--- config.mk ---
export PLATFORM = sky130hd
export DESIGN_NAME = ws2812_frame_tx
export DESIGN_NICKNAME = d
export VERILOG_FILES = /design/src/rtl/led_racer_pkg.sv /design/src/rtl/ws2812_bit_encoder.sv /design/src/rtl/ws2812_frame_tx.sv
export SDC_FILE = /design/constraint.sdc
export NUM_CORES = 1
export LEC_CHECK = 0
export CAP_MARGIN = 20
export CORE_ASPECT_RATIO = 1.25
export CORE_UTILIZATION = 40
export DETAILED_ROUTE_END_ITERATION = 6
export HOLD_SLACK_MARGIN = 0.1
export PLACE_DENSITY_LB_ADDON = 0.12
export SETUP_SLACK_MARGIN = 0.2
export SLEW_MARGIN = 20
export SYNTH_ARGS = -nofsm -noshare
export SYNTH_HDL_FRONTEND = slang
export SYNTH_SLANG_ARGS = --single-unit
export TNS_END_PERCENT = 1
--- constraint.sdc ---
create_clock -name clk -period 4.4 [get_ports clk]
set_input_delay 1.32 -clock clk [delete_from_list [all_inputs] [get_ports clk]]
set_output_delay 1.32 -clock clk [all_outputs]
set_load 0.02 [all_outputs]
--- src/rtl/led_racer_pkg.sv ---
// rtl/led_racer_pkg.sv - shared WS2812 timing defaults, transmitter FSM states and colour packing
package led_racer_pkg;

    localparam int T_BIT_DEFAULT        = 62;
    localparam int T0H_DEFAULT          = 20;
    localparam int T1H_DEFAULT          = 40;
    localparam int RESET_CYCLES_DEFAULT = 2500;

    typedef enum logic [1:0] {
        IDLE,
        LOAD,
        SEND,
        LATCH
    } tx_state_t;

    typedef enum logic [1:0] {
        ORDER_GRB,
        ORDER_RGB,
        ORDER_BRG
    } colour_order_t;

    localparam colour_order_t COLOUR_ORDER = ORDER_GRB;

    typedef logic [23:0] colour_t;

    // Wire order of the strip; dim drops the two LSBs of every channel.
    function automatic colour_t pack_colour(input logic [7:0] g, input logic [7:0] r,
                                            input logic [7:0] b, input logic dim);
        logic [7:0] gd, rd, bd;
        gd = dim ? {2'b00, g[7:2]} : g;
        rd = dim ? {2'b00, r[7:2]} : r;
        bd = dim ? {2'b00, b[7:2]} : b;
        case (COLOUR_ORDER)
            ORDER_GRB: return {gd, rd, bd};
            ORDER_RGB: return {rd, gd, bd};
            default:   return {bd, rd, gd};
        endcase
    endfunction

endpackage

--- src/rtl/ws2812_bit_encoder.sv ---
// rtl/ws2812_bit_encoder.sv - one WS2812 bit period: bit timer and high-time compare
module ws2812_bit_encoder
    import led_racer_pkg::*;
#(
    parameter int T_BIT = T_BIT_DEFAULT,
    parameter int T0H   = T0H_DEFAULT,
    parameter int T1H   = T1H_DEFAULT
) (
    input  logic clk,
    input  logic rst_n,
    input  logic start,
    input  logic bit_val,
    output logic bit_done,
    output logic data_out
);

    localparam int TIMER_W = $clog2(T_BIT);

    logic [TIMER_W-1:0] timer;
    logic [TIMER_W-1:0] high_last;
    logic               active;

    assign high_last = bit_val ? TIMER_W'(T1H - 1) : TIMER_W'(T0H - 1);
    assign bit_done  = active && (timer == TIMER_W'(T_BIT - 1));

    // start arrives the cycle before a bit, so data_out rises with the first bit cycle
    always_ff @(posedge clk or negedge rst_n) begin
        if (!rst_n) begin
            timer    <= '0;
            active   <= 1'b0;
            data_out <= 1'b0;
        end else if (start) begin
            timer    <= '0;
            active   <= 1'b1;
            data_out <= 1'b1;
        end else if (bit_done) begin
            timer    <= '0;
            active   <= 1'b0;
            data_out <= 1'b0;
        end else if (active) begin
            timer    <= timer + TIMER_W'(1);
            data_out <= (timer < high_last);
        end else begin
            data_out <= 1'b0;
        end
    end

endmodule

--- src/rtl/ws2812_frame_tx.sv ---
// rtl/ws2812_frame_tx.sv - WS2812 frame transmitter; WS2812_FRAME_TX_DIM_EN selects quarter brightness
module ws2812_frame_tx
    import led_racer_pkg::*;
#(
    parameter int MAX_POS      = 109,
    parameter int T_BIT        = T_BIT_DEFAULT,
    parameter int T0H          = T0H_DEFAULT,
    parameter int T1H          = T1H_DEFAULT,
    parameter int RESET_CYCLES = RESET_CYCLES_DEFAULT
) (
    input  logic                       clk,
    input  logic                       rst_n,
    input  logic                       enable,
    output logic [$clog2(MAX_POS)-1:0] current_led,
    input  logic [7:0]                 led_green_intensity,
    input  logic [7:0]                 led_red_intensity,
    input  logic [7:0]                 led_blue_intensity,
    output logic                       data_out,
    output logic                       busy,
    output logic                       frame_done
);

    localparam int LED_W   = $clog2(MAX_POS);
    localparam int LATCH_W = $clog2(RESET_CYCLES + 1);
    localparam logic [LED_W-1:0] LAST_LED = LED_W'(MAX_POS - 1);

`ifdef WS2812_FRAME_TX_DIM_EN
    localparam logic DIM = 1'b1;
`else
    localparam logic DIM = 1'b0;
`endif

    tx_state_t          state;
    colour_t            shift_reg;
    colour_t            captured;
    logic [4:0]         bit_idx;
    logic [LATCH_W-1:0] latch_cnt;
    logic               bit_done;
    logic               enc_start;
    logic               last_bit;

    assign captured  = pack_colour(led_green_intensity, led_red_intensity, led_blue_intensity, DIM);
    assign last_bit  = (bit_idx == 5'd23);
    assign enc_start = (state == LOAD) || ((state == SEND) && bit_done && !last_bit);

    ws2812_bit_encoder #(
        .T_BIT (T_BIT),
        .T0H   (T0H),
        .T1H   (T1H)
    ) u_bit_encoder (
        .clk      (clk),
        .rst_n    (rst_n),
        .start    (enc_start),
        .bit_val  (shift_reg[23]),
        .bit_done (bit_done),
        .data_out (data_out)
    );

    always_ff @(posedge clk or negedge rst_n) begin
        if (!rst_n) begin
            state       <= IDLE;
            current_led <= '0;
            shift_reg   <= '0;
            bit_idx     <= '0;
            latch_cnt   <= '0;
            busy        <= 1'b0;
            frame_done  <= 1'b0;
        end else begin
            frame_done <= 1'b0;
            case (state)
                IDLE: begin
                    current_led <= '0;
                    if (enable) begin
                        state <= LOAD;
                        busy  <= 1'b1;
                    end
                end
                LOAD: begin
                    shift_reg <= captured;
                    bit_idx   <= '0;
                    state     <= SEND;
                end
                SEND: begin
                    if (bit_done) begin
                        shift_reg <= {shift_reg[22:0], 1'b0};
                        if (!last_bit) begin
                            bit_idx <= bit_idx + 5'd1;
                        end else if (current_led == LAST_LED) begin
                            state      <= LATCH;
                            latch_cnt  <= '0;
                            frame_done <= (RESET_CYCLES == 1);
                        end else begin
                            current_led <= current_led + LED_W'(1);
                            state       <= LOAD;
                        end
                    end
                end
                LATCH: begin
                    // frame_done is registered one count early so it lands on the final gap cycle
                    if (latch_cnt == LATCH_W'(RESET_CYCLES - 1)) begin
                        latch_cnt   <= '0;
                        current_led <= '0;
                        busy        <= enable;
                        state       <= enable ? LOAD : IDLE;
                    end else begin
                        latch_cnt  <= latch_cnt + LATCH_W'(1);
                        frame_done <= (latch_cnt == LATCH_W'(RESET_CYCLES - 2));
                    end
                end
                default: state <= IDLE;
            endcase
        end
    end

endmodule

# Yosys cells after proc, flatten, opt, wreduce, memory -nomap -nowiden
# Cells that the tools add are included.
[op_classes]
n_addsub = 4
n_mul = 0
div_mod_pow = 0
order_cmp = 1
n_eq_ne = 15
n_shift = 0
n_mux = 36
bitwise = 0
reduce_logical = 18
[op_table]
columns = ["cell", "count"]
rows = [
  ["12-bit 2-to-1 mux", 4],
  ["24-bit one-hot mux with 2 select lines", 1],
  ["7-bit 2-to-1 mux", 4],
  ["12-bit equality test (second input constant)", 2],
  ["24-bit 2-to-1 mux", 1],
  ["6-bit 2-to-1 mux", 4],
  ["12-bit one-hot mux with 2 select lines", 1],
  ["7-bit one-hot mux with 3 select lines", 1],
  ["12-bit by 1-bit adder with 12-bit output (second input constant)", 1],
  ["2-bit inequality test (second input constant)", 6],
  ["1-bit 2-to-1 mux", 10],
  ["2-bit 2-to-1 mux", 5],
  ["5-bit 2-to-1 mux", 2],
  ["5-bit one-hot mux with 2 select lines", 1],
  ["2-bit one-hot mux with 4 select lines", 1],
  ["4-bit AND reduction", 2],
  ["2-bit nonzero test", 4],
  ["7-bit by 1-bit adder with 7-bit output (second input constant)", 1],
  ["7-bit equality test (second input constant)", 1],
  ["6-bit by 1-bit adder with 6-bit output (second input constant)", 1],
  ["6-bit equality test (second input constant)", 1],
  ["6-bit less-than comparator", 1],
  ["3-bit AND reduction", 2],
  ["3-bit nonzero test", 2],
  ["12 further kinds", 15],
]
[totals]
reg_bits = 60
latch_bits = 0
ram_bits = 0
romBits = 0
input_bits = 27
elab_cells = 84
memories = 0

# Longest topological paths before layout
# Gate-level depths: netlist of run 1.
[depth]
word_depth = 6
mapped_depth = 9

# By module
# From an unflattened synthesis of run 1, not the netlist that was laid out.
[unflattened]
cells_unflattened = 330
hier_area_um2 = 3205.6
[by_module_without_submodules]
columns = ["module", "n_inst", "cells_each", "area_each_um2"]
rows = [
  ["ws2812_frame_tx", 1, 287, 2748.9],
  ["ws2812_bit_encoder", 1, 43, 456.7],
]

# Least setup slack after synthesis of run 1
# No wires, ideal clock.
[synth_path]
kind = "register to register"
start = "register latch_cnt[5]"
end = "register current_led[2]"
setup_time_ns = 0.126
arrival_time_ns = 1.926
required_ns = 4.274
slack_ns = 2.348
stages_incl_launch_ff = 8
path_buffers = 2
period_less_slack_ns = 2.052
cell_sequence = "dfrtp_1 nor4_2 and4_1 buf_4 nor2_4 or3_1 buf_6 a221o_1"
[synth_via]
elab_chain_len = 3
[synth_lines]
columns = ["item", "line_no", "source"]
rows = [
  ["start: declaration", "ws2812_frame_tx.sv:37", "logic [LATCH_W-1:0] latch_cnt;"],
  ["start signal: assignment", "ws2812_frame_tx.sv:106", "latch_cnt <= latch_cnt + LATCH_W'(1);"],
  ["12-bit equality test", "ws2812_frame_tx.sv:100", "if (latch_cnt == LATCH_W'(RESET_CYCLES - 1)) begin"],
  ["2-bit inequality test (no line)", "-", ""],
  ["5-bit AND reduction (no line)", "-", ""],
  ["end signal: assignment", "ws2812_frame_tx.sv:93", "current_led <= current_led + LED_W'(1);"],
  ["end: declaration", "ws2812_frame_tx.sv:14", "output logic [$clog2(MAX_POS)-1:0] current_led,"],
]
# No other way between the ends.
# A chain may end at the register's enable or synchronous reset.

# Worst setup path after layout of run 1
[layout_path]
start = "register current_led[2]"
end = "output current_led[2]"
# No word-level cell between the ends.

==> results of run 1 <==
## per-stage QoR
stage | util [%] | hold slack, ns | power (uW) | cells | setup WS, ns
2_1_floorplan | - | 0.460 | 893 | 346 | 2.35
3_3_place_gp | 47.2 | 0.495 | 987 | 461 | 1.92
3_5_place_dp | 47.2 | 0.492 | 999 | 461 | 1.92
4_1_cts | 49.9 | 0.506 | 1510 | 477 | 1.62
5_1_grt | 49.9 | 0.536 | 1590 | 477 | 1.57
6_report | 49.9 | 0.502 | 1490 | 477 | 1.62
## where the power goes
group | internal, uW | switching [uW] | leakage (uW)
Clock | 291 | 217 | 0.000102
Combinational | 138 | 133 | 0.000801
Sequential | 636 | 77.8 | 0.000720
Total | 1060 | 428 | 0.00162
## final timing paths
kind | depth (start not counted) | end | startpoint | slack (ns)
max in group asynchronous | 2 | busy | rst_n | 2.50
min reg2reg | 1 | latch_cnt[11] | latch_cnt[11] | 0.50
min | 1 | latch_cnt[11] | latch_cnt[11] | 0.50
min in group asynchronous | 1 | u_bit_encoder.timer[4] | rst_n | 1.07
max | 1 | current_led[2] | current_led[2] | 1.62
max reg2reg | 5 | current_led[2] | latch_cnt[5] | 2.03
## cells in the final DEF (no fill, tap or decap), drive strengths merged, types with 5 or more instances in the layout
cell            n
buf             5
xor2            5
nand4           6
clkdlybuf4s50  35
nand2          74
dfrtp          60
a21oi           7
o21ai          17
nor3            5
mux2i           5
a31oi          23
ha             10
inv             8
nor2           51
clkbuf         12
a21o            5
nand3          11
## synth_stat cells, types with 2 or more instances
master,number
ha_1,10
nand4_1,6
clkbuf_1,9
a21o_1,5
a31oi_1,23
or2_2,3
buf_1,2
a21oi_1,7
and4_1,2
nand2b_1,3
nor3_1,5
nand2_1,74
xor2_1,5
nor3b_1,2
or3_1,3
inv_1,8
nor2b_1,2
o41ai_1,3
dfrtp_1,60
nand3_1,11
o22a_1,2
and3_1,2
nor2_1,50
o21ai_0,17
buf_2,4
a22o_1,3
o31ai_1,3
mux2i_1,5
## area by class of cell
| type | count | area, um^2 |
|---|---|---|
| inverters | 8 | 30.0 |
| clock inverters | 4 | 47.5 |
| repair buffers | 40 | 385 |
| well taps | 92 | 115 |
| flip-flops and latches | 60 | 1500 |
| clock buffers | 12 | 155 |
| multi-input cells | 261 | 1460 |
| fillers | 716 | 3700 |
## layer usage
layer  GRT usage, %  vias to the layer above  routed length [um]
met3           4.09                        4                 208
met1           26.0                     1234                3330
met4           6.46                        0                  41
met2           26.8                       47                2990
met5              0                        -                   0
li1               -                     1272                   -
## kinds of logic after synthesis
| family | count (synthesis) | share of synthesized area (%) |
|---|---|---|
| xor+xnor | 6 | 1.71 |
| flops | 60 | 49.0 |
| mux | 6 | 2.00 |
| fa+ha+maj | 11 | 4.41 |
| compound gates | 68 | 14.4 |
| buf+inv | 25 | 3.59 |
| simple gates | 170 | 24.9 |
==> results by group, run 1 <==
Worst setup path
  • CP Max Fanout: 8
  • Critical path data arrival time: roughly 1.5 ns
  • Setup CP Type: reg2out
  • Crit. End Element: output pin
  • Critical path, cell by cell: clkdlybuf4s50_1
  • Worst path top cell family by delay: buffers and inverters
  • CP bufs+invs: 1
  • Startpoint Class: register
  • CP max stage delay: 0.66 ns
  • Worst EP required: 3.08 ns
  • Slowest CP cell: clkdlybuf4s50_1

Synth
  • Top cell type's share of synthesized area: a little under 50%
  • Synth area leader: dfrtp_1
  • Main synth FF type: dfrtp_1
  • Syn_nets: roughly 380
  • Post-synthesis sequential area ratio: between 40% and 50%
  • Synth Register Bits: 60
  • Warnings, synthesis: 0
  • Ranking of synthesized cells by area: dfrtp_1, nand2_1, nor2_1
  • Share of synthesized registers carrying an async set or reset: between 90% and 100%
  • Post-Syn Area per Cell: 8.86 um^2
  • Synth Cell Area: 3070 um^2
  • Cell variety after synth: 45
  • Mapped Cells: 346
  • Post-synth EDFFs: 0

Floorplan
  • Die Y: 99.9 um
  • Die area: between 8000 and 9000 um^2
  • Std cell rows: 35
  • Die span in x: 80.3 um
  • CORE AREA: 7400 um^2
  • Starting Density: a little over 40%
  • Top-Level Pins: 37

Clock network
  • Clk pin slew, worst setup/hold paths: 0.07 ns
  • CTS root buf: clkbuf_8
  • # hold bufs at CTS: 0
  • Post-CTS Setup Bufs: 0
  • Resized cells post-CTS: 0
  • H-tree Lvls: 3
  • CTS tree: done
  • TritonCTS buffer count: 9
  • Clk_lat worst skew: 0.33 ns
  • Clk sink count: 60
  • Clk buf depth: 2

Place
  • I/O Buffers: 36
  • Gpl congestion: a little over 0.8
  • Post-DP Area: 3490 um^2
  • HPWL Detailed: 4470 um

Drt
  • Via count: 2557
  • DR iter-0 viols: 151
  • Total wire length: 6570 um
  • Wire per inst: between 10 and 15 um
  • ANT nets after route: 0
  • DR pass1 iterations: 4
  • Vias per inst: 5.36
  • DRC Markers: 0

Timing
  • Final period utilization: 63.1%
  • RSZ-0062 raised after global routing: false
  • Max Clock Skew: 0.00733 ns
  • Slew Limit Headroom: a little under half
  • Slew Viols, Final: 0
  • Post-route minimum period: around 2.8 ns
  • Setup TNS: 0 ns
  • Fmax: 360 MHz
  • Final setup vio count: 0
  • Hold Violations, Final: 0
  • Slew @ Worst Pin: 0.803 ns

Final layout
  • N_diodes: 0
  • Area grow syn2layout: 20.5%
  • Max reg flops: 24
  • Final #Nets: 417
  • Fin area: 3700 um^2
  • Share of layout cells above drive strength 1: 7.79%

Global routing
  • Initial antenna violation count: 0
  • First-pass GRT wire length: 11200 um
  • Largest net degree at the start of global routing: between 40 and 50
  • Total GRT Usage: between 10% and 20%
  • Total gr overflow: 0
  • Vias in the first global route: 2349

Flow run
  • Max-cap viol count: 0

Outcome
  • Status: finished, final reports clean

Pwr
  • Power Dens Cells: 404 nW/um^2
  • P_leak: 0.00162 uW
  • Maximum vdd drop: 257 uV

Hold path
  • Worst Hold Class: reg2reg
Power figures use the tool's default switching activity.
==> run 2: changes to the inputs <==
Clock period 4.4 ns to 2.9 ns, I/O delays scaled along.
==> run 2 against run 1 <==
  * Global-route usage grew 0.55 points
  * Setup slack lost 1.1 ns
  * Clock-buffer cell count shrank 1
  * Critical endpoint unchanged
  * Highest routed layer unchanged
  * Critical path type unchanged
  * Largest cell class unchanged
  * Sequential cell count is the same
==> results by group, run 2 (synthesis gave the netlist of run 1 again) <==
Outcome
  • Status: finished, final reports clean

Global routing
  • Largest net degree at the start of global routing: 61
  • Initial antenna violation count: 0
  • Vias in the first global route: 2500
  • First-pass GRT wire length: 11500 um
  • Total gr overflow: 0
  • Total GRT Usage: 18.7%

Timing
  • PnR worst setup slack: 0.534 ns
  • Slew Limit Headroom: ~49%
  • Hold Violations, Final: 0
  • Setup TNS: 0 ns
  • Slew Viols, Final: 0
  • Slew @ Worst Pin: 0.767 ns
  • Fmax: 423 MHz
  • Final period utilization: 81.6%
  • RSZ-0062 raised after global routing: false
  • Post-route minimum period: approximately 2.4 ns
  • Final setup vio count: 0
  • Max Clock Skew: 0.00809 ns

Clock network
  • H-tree Lvls: 3
  • CTS root buf: clkbuf_8
  • Resized cells post-CTS: 0
  • Post-CTS Setup Bufs: 0
  • Clk pin slew, worst setup/hold paths: 0.07 ns
  • # hold bufs at CTS: 0
  • TritonCTS buffer count: 9
  • Clk buf depth: 2
  • Clk_lat worst skew: ~0.34 ns
  • CTS tree: done
  • Clk sink count: 60

Worst setup path
  • Critical path, cell by cell: clkdlybuf4s50_1
  • CP Max Fanout: 8
  • Critical path depth in cells: 1
  • Critical path data arrival time: 1.50 ns
  • Worst EP required: 2.03 ns
  • Setup CP Type: reg2out
  • Reg2Reg Setup Slack: 0.63 ns
  • Worst path top cell family by delay: buffers and inverters
  • Crit. End Element: output pin
  • Critical path launch point: current_led[2]
  • CP bufs+invs: 1
  • Worst reg2reg path depth: 7
  • Startpoint Class: register
  • CP max stage delay: 0.67 ns
  • Slowest CP cell: clkdlybuf4s50_1
  • R2r startpoint: u_bit_encoder.timer[1]

Drt
  • Vias per inst: 5.30
  • ANT nets after route: 0
  • Via count: between 2000 and 3000
  • DR iter-0 viols: 123
  • Wire per inst: approximately 13 um
  • Total wire length: 6380 um
  • DR pass1 iterations: 4
  • DRC Markers: 0

Final layout
  • Share of layout cells above drive strength 1: 8.05%
  • N_diodes: 0
  • Post-layout util: between 40 and 50%
  • Fill cells: 732
  • Most frequent cells in the layout: nand2_1, dfrtp_1, nor2_1, clkdlybuf4s50_1, a31oi_1
  • Max reg flops: 24
  • Final #Nets: 418
  • Most common cell after layout, fill and taps aside: nand2_1
  • Final cell count without fillers: 477
  • Area grow syn2layout: 19.9%

Place
  • Dpl cells: 462
  • Setup WS pre-CTS: 0.651 ns
  • I/O Buffers: 36
  • Gpl congestion: 0.855
  • HPWL Detailed: about 4300 um

Hold path
  • Worst Hold Class: reg2reg
  • Hold depth: 1
  • Min-delay src: latch_cnt[11]

Floorplan
  • Std cell rows: 35
  • CORE AREA: 7400 um^2
  • Starting Density: 41.4%
  • Die span in x: 80.3 um
  • Die Y: 99.9 um
  • Top-Level Pins: 37
  • Die area: 8020 um^2

Pwr
  • Power Dens Cells: between 500 and 600 nW/um^2
  • P_leak: 0.00161 uW
  • Maximum vdd drop: 297 uV

Flow run
  • Max-cap viol count: 0
==> run 2: layout make-up <==
type | instances | area, um^2 | share of cell area [%]
flip-flops and latches | 60 | 1500 | 40.8
multi-input cells | 261 | 1460 | 39.7
repair buffers | 41 | 393 | 10.7
clock buffers | 11 | 151 | 4.12
well taps | 92 | 115 | 3.13
inverters | 8 | 30.0 | 0.817
clock inverters | 4 | 25.0 | 0.681
==> run 2: where the power goes <==
part           internal, uW  total, uW  switching (uW)
Sequential              965       1080             117
Clock                   348        675             327
Combinational           210        408             198
==> run 2: worst paths after layout <==
check | endpoint
worst max register to register | current_led[2]
worst min-delay path | latch_cnt[11]
worst min register to register | latch_cnt[11]
min in group asynchronous | u_bit_encoder.timer[3]
worst max-delay path | current_led[2]
max in group asynchronous | current_led[0]
==> run 2: metrics by stage <==
stage / hold slack [ns] / power [uW] / area [um^2]
finish: 0.521 / 2170 / 3680
global route: 0.553 / 2310 / 3680
CTS: 0.520 / 2200 / 3680
detailed placement: 0.503 / 1510 / 3500
global placement: 0.498 / 1500 / 3500
floorplan: 0.460 / 1350 / 3070
==> run 2: layer usage <==
layer  vias up  share of wire [%]  global-route usage [%]
met5         -                  0                       0
met4         0                2.6                    9.89
met3        16                4.4                    4.45
met2        51                 46                    27.9
met1      1192                 47                    25.0
li1       1271                  -                       -
==> run 3: changes to the inputs <==
Clock period 2.9 ns to 2.26 ns, I/O delays scaled along.
==> run 3 against run 2 <==
  * Sequential power rose by 29%
  * Clock skew fell by 0.0010 ns
  * Power rose by 35%
  * Setup slack got worse by 0.37 ns
  * Sequential share of layout area fell by 1.1 points
  * Design area rose by 2.7%
  * Via count rose by 0.79%
  * Hold slack got worse by 0.18 ns
  * Critical path depth did not move
  * Routed wire length rose by 0.66%
  * Critical endpoint is now current_led[4]
  * Largest cell class unchanged
==> results by group, run 3 (synthesis gave the netlist of run 1 again) <==
Clock network
  • Post-CTS Setup Bufs: 0
  • TritonCTS buffer count: 9
  • Clk_lat worst skew: around 0.33 ns
  • H-tree Lvls: 3
  • CTS tree: done
  • Clk buf depth: 2
  • Clk pin slew, worst setup/hold paths: 0.07 ns
  • CTS root buf: clkbuf_8
  • Clk sink count: 60

Pwr
  • Total power: 2920 uW
  • P_leak: 0.00168 uW
  • Maximum vdd drop: 439 uV
  • Power Dens Cells: 774 nW/um^2

Drt
  • Wire per inst: 13.3 um
  • Total wire length: 6430 um
  • Vias per inst: between 5 and 6
  • Via count: 2550
  • ANT nets after route: 0
  • DRC Markers: 0
  • DR iter-0 viols: 131
  • DR pass1 iterations: 4

Worst setup path
  • Worst EP required: 1.58 ns
  • Critical path data arrival time: 1.42 ns
  • Critical path, cell by cell: clkdlybuf4s50_1
  • Worst path top cell family by delay: buffers and inverters
  • Slowest CP cell: clkdlybuf4s50_1
  • Crit. End Element: output pin
  • CP max stage delay: between 0.6 and 0.7 ns
  • Setup CP Type: reg2out
  • CP Max Fanout: 6
  • Startpoint Class: register
  • CP bufs+invs: 1

Timing
  • Slew Limit Headroom: 78.3%
  • PnR worst setup slack: 0.165 ns
  • Hold slack: 0.342 ns
  • Fmax: 477 MHz
  • Slew @ Worst Pin: ~0.32 ns
  • Setup TNS: 0 ns
  • RSZ-0062 raised after global routing: true
  • Final period utilization: 92.7%
  • Max Clock Skew: between 0.007 and 0.008 ns
  • Final setup vio count: 0
  • Hold Violations, Final: 0
  • Post-route minimum period: approximately 2.1 ns
  • Slew Viols, Final: 0

Final layout
  • N_diodes: 0
  • Most common cell after layout, fill and taps aside: nand2_1
  • Max reg flops: 24
  • Fill cells: 722
  • Post-layout util: roughly half
  • Share of layout cells above drive strength 1: between 8 and 9%
  • Area grow syn2layout: 23.1%
  • Most frequent cells in the layout: nand2_1, dfrtp_1, nor2_1, clkdlybuf4s50_1, a31oi_1
  • Final #Nets: 424

Global routing
  • Global route hottest layer: met2
  • Vias in the first global route: 2417
  • First-pass GRT wire length: 11200 um
  • GR met3 Demand/Resource: 4.55%
  • Largest net degree at the start of global routing: 61
  • Initial antenna violation count: 0
  • Global-route track usage on met1: 23.2%
  • Total GRT Usage: 18.2%
  • Global Route met2 Usage: 28.9%
  • Total gr overflow: 0

Hold path
  • Worst Hold Class: in2async

Outcome
  • Status: finished, final reports clean

Floorplan
  • Starting Density: 41.4%
  • Die span in x: about 80 um
  • Top-Level Pins: 37
  • Die area: 8020 um^2
  • Die Y: 99.9 um
  • CORE AREA: 7400 um^2
  • Std cell rows: 35

Place
  • Gpl congestion: 0.815
  • HPWL Detailed: 4370 um
  • I/O Buffers: 36
  • Setup WS pre-CTS: 0.195 ns

Flow run
  • Max-cap viol count: 0
run 3: changes by cell type in the layout (fill, tap and decap cells not counted):
cell	change
bufinv_16	+1
clkdlybuf4s50_1	-2
buf_4	+4
dlygate4sd2_1	+1
clkinvlp_4	-2
dlymetal6s2s_1	+1
buf_12	+2
clkbuf_8	+1
clkbuf_1	+2
clkinv_2	-2
run 3: through the flow:
| step | instance area, um^2 | instances |
|---|---|---|
| after global routing | 3770 | 483 |
| after global placement | 3570 | 468 |
| after floorplan | 3070 | 346 |
| final | 3770 | 483 |
| after CTS | 3770 | 483 |
| after detailed placement | 3570 | 468 |
run 3: layer usage:
metal | routed length, um | part of all wire, % | up-vias
li1 | - | - | 1281
met1 | 3000 | 47 | 1214
met2 | 3060 | 48 | 45
met3 | 239 | 3.7 | 10
met4 | 124 | 1.9 | 0
met5 | 0 | 0 | -
run 3: area by class of cell:
| type | count | area, um^2 | area share (%) |
|---|---|---|---|
| Multi-Input combinational cell | 261 | 1460 | 38.7 |
| Inverter | 8 | 30.0 | 0.795 |
| Sequential cell | 60 | 1500 | 39.8 |
| Clock inverter | 1 | 30.0 | 0.795 |
| Tap cell | 92 | 115 | 3.05 |
| Timing Repair Buffer | 47 | 464 | 12.3 |
| Clock buffer | 14 | 173 | 4.57 |
run 3: where the power goes:
part	internal [uW]	total (uW)	leakage, uW	switching, uW
Sequential	1240	1390	0.000720	155
Combinational	273	534	0.000856	261
Clock	595	994	0.000103	399
run 3: path summary, 6_finish.rpt:
| kind | slack (ns) | from | cells past startpoint | to |
|---|---|---|---|---|
| worst max-delay path | 0.16 | current_led[4] | 1 | current_led[4] |
| worst min-delay path | 0.34 | rst_n | 2 | latch_cnt[3] |
| worst max register to register | 0.19 | latch_cnt[5] | 5 | current_led[2] |
| worst min register to register | 0.51 | latch_cnt[11] | 1 | latch_cnt[11] |
| max in group asynchronous | 1.65 | rst_n | 2 | shift_reg[15] |
| min in group clk | 0.51 | latch_cnt[11] | 1 | latch_cnt[11] |
run 3: what timing repair did:
item / in CTS / in global routing
setup endpoints to repair: 8 / 18
gates resized for setup: 1 / 1
hold buffers: 0 / 0
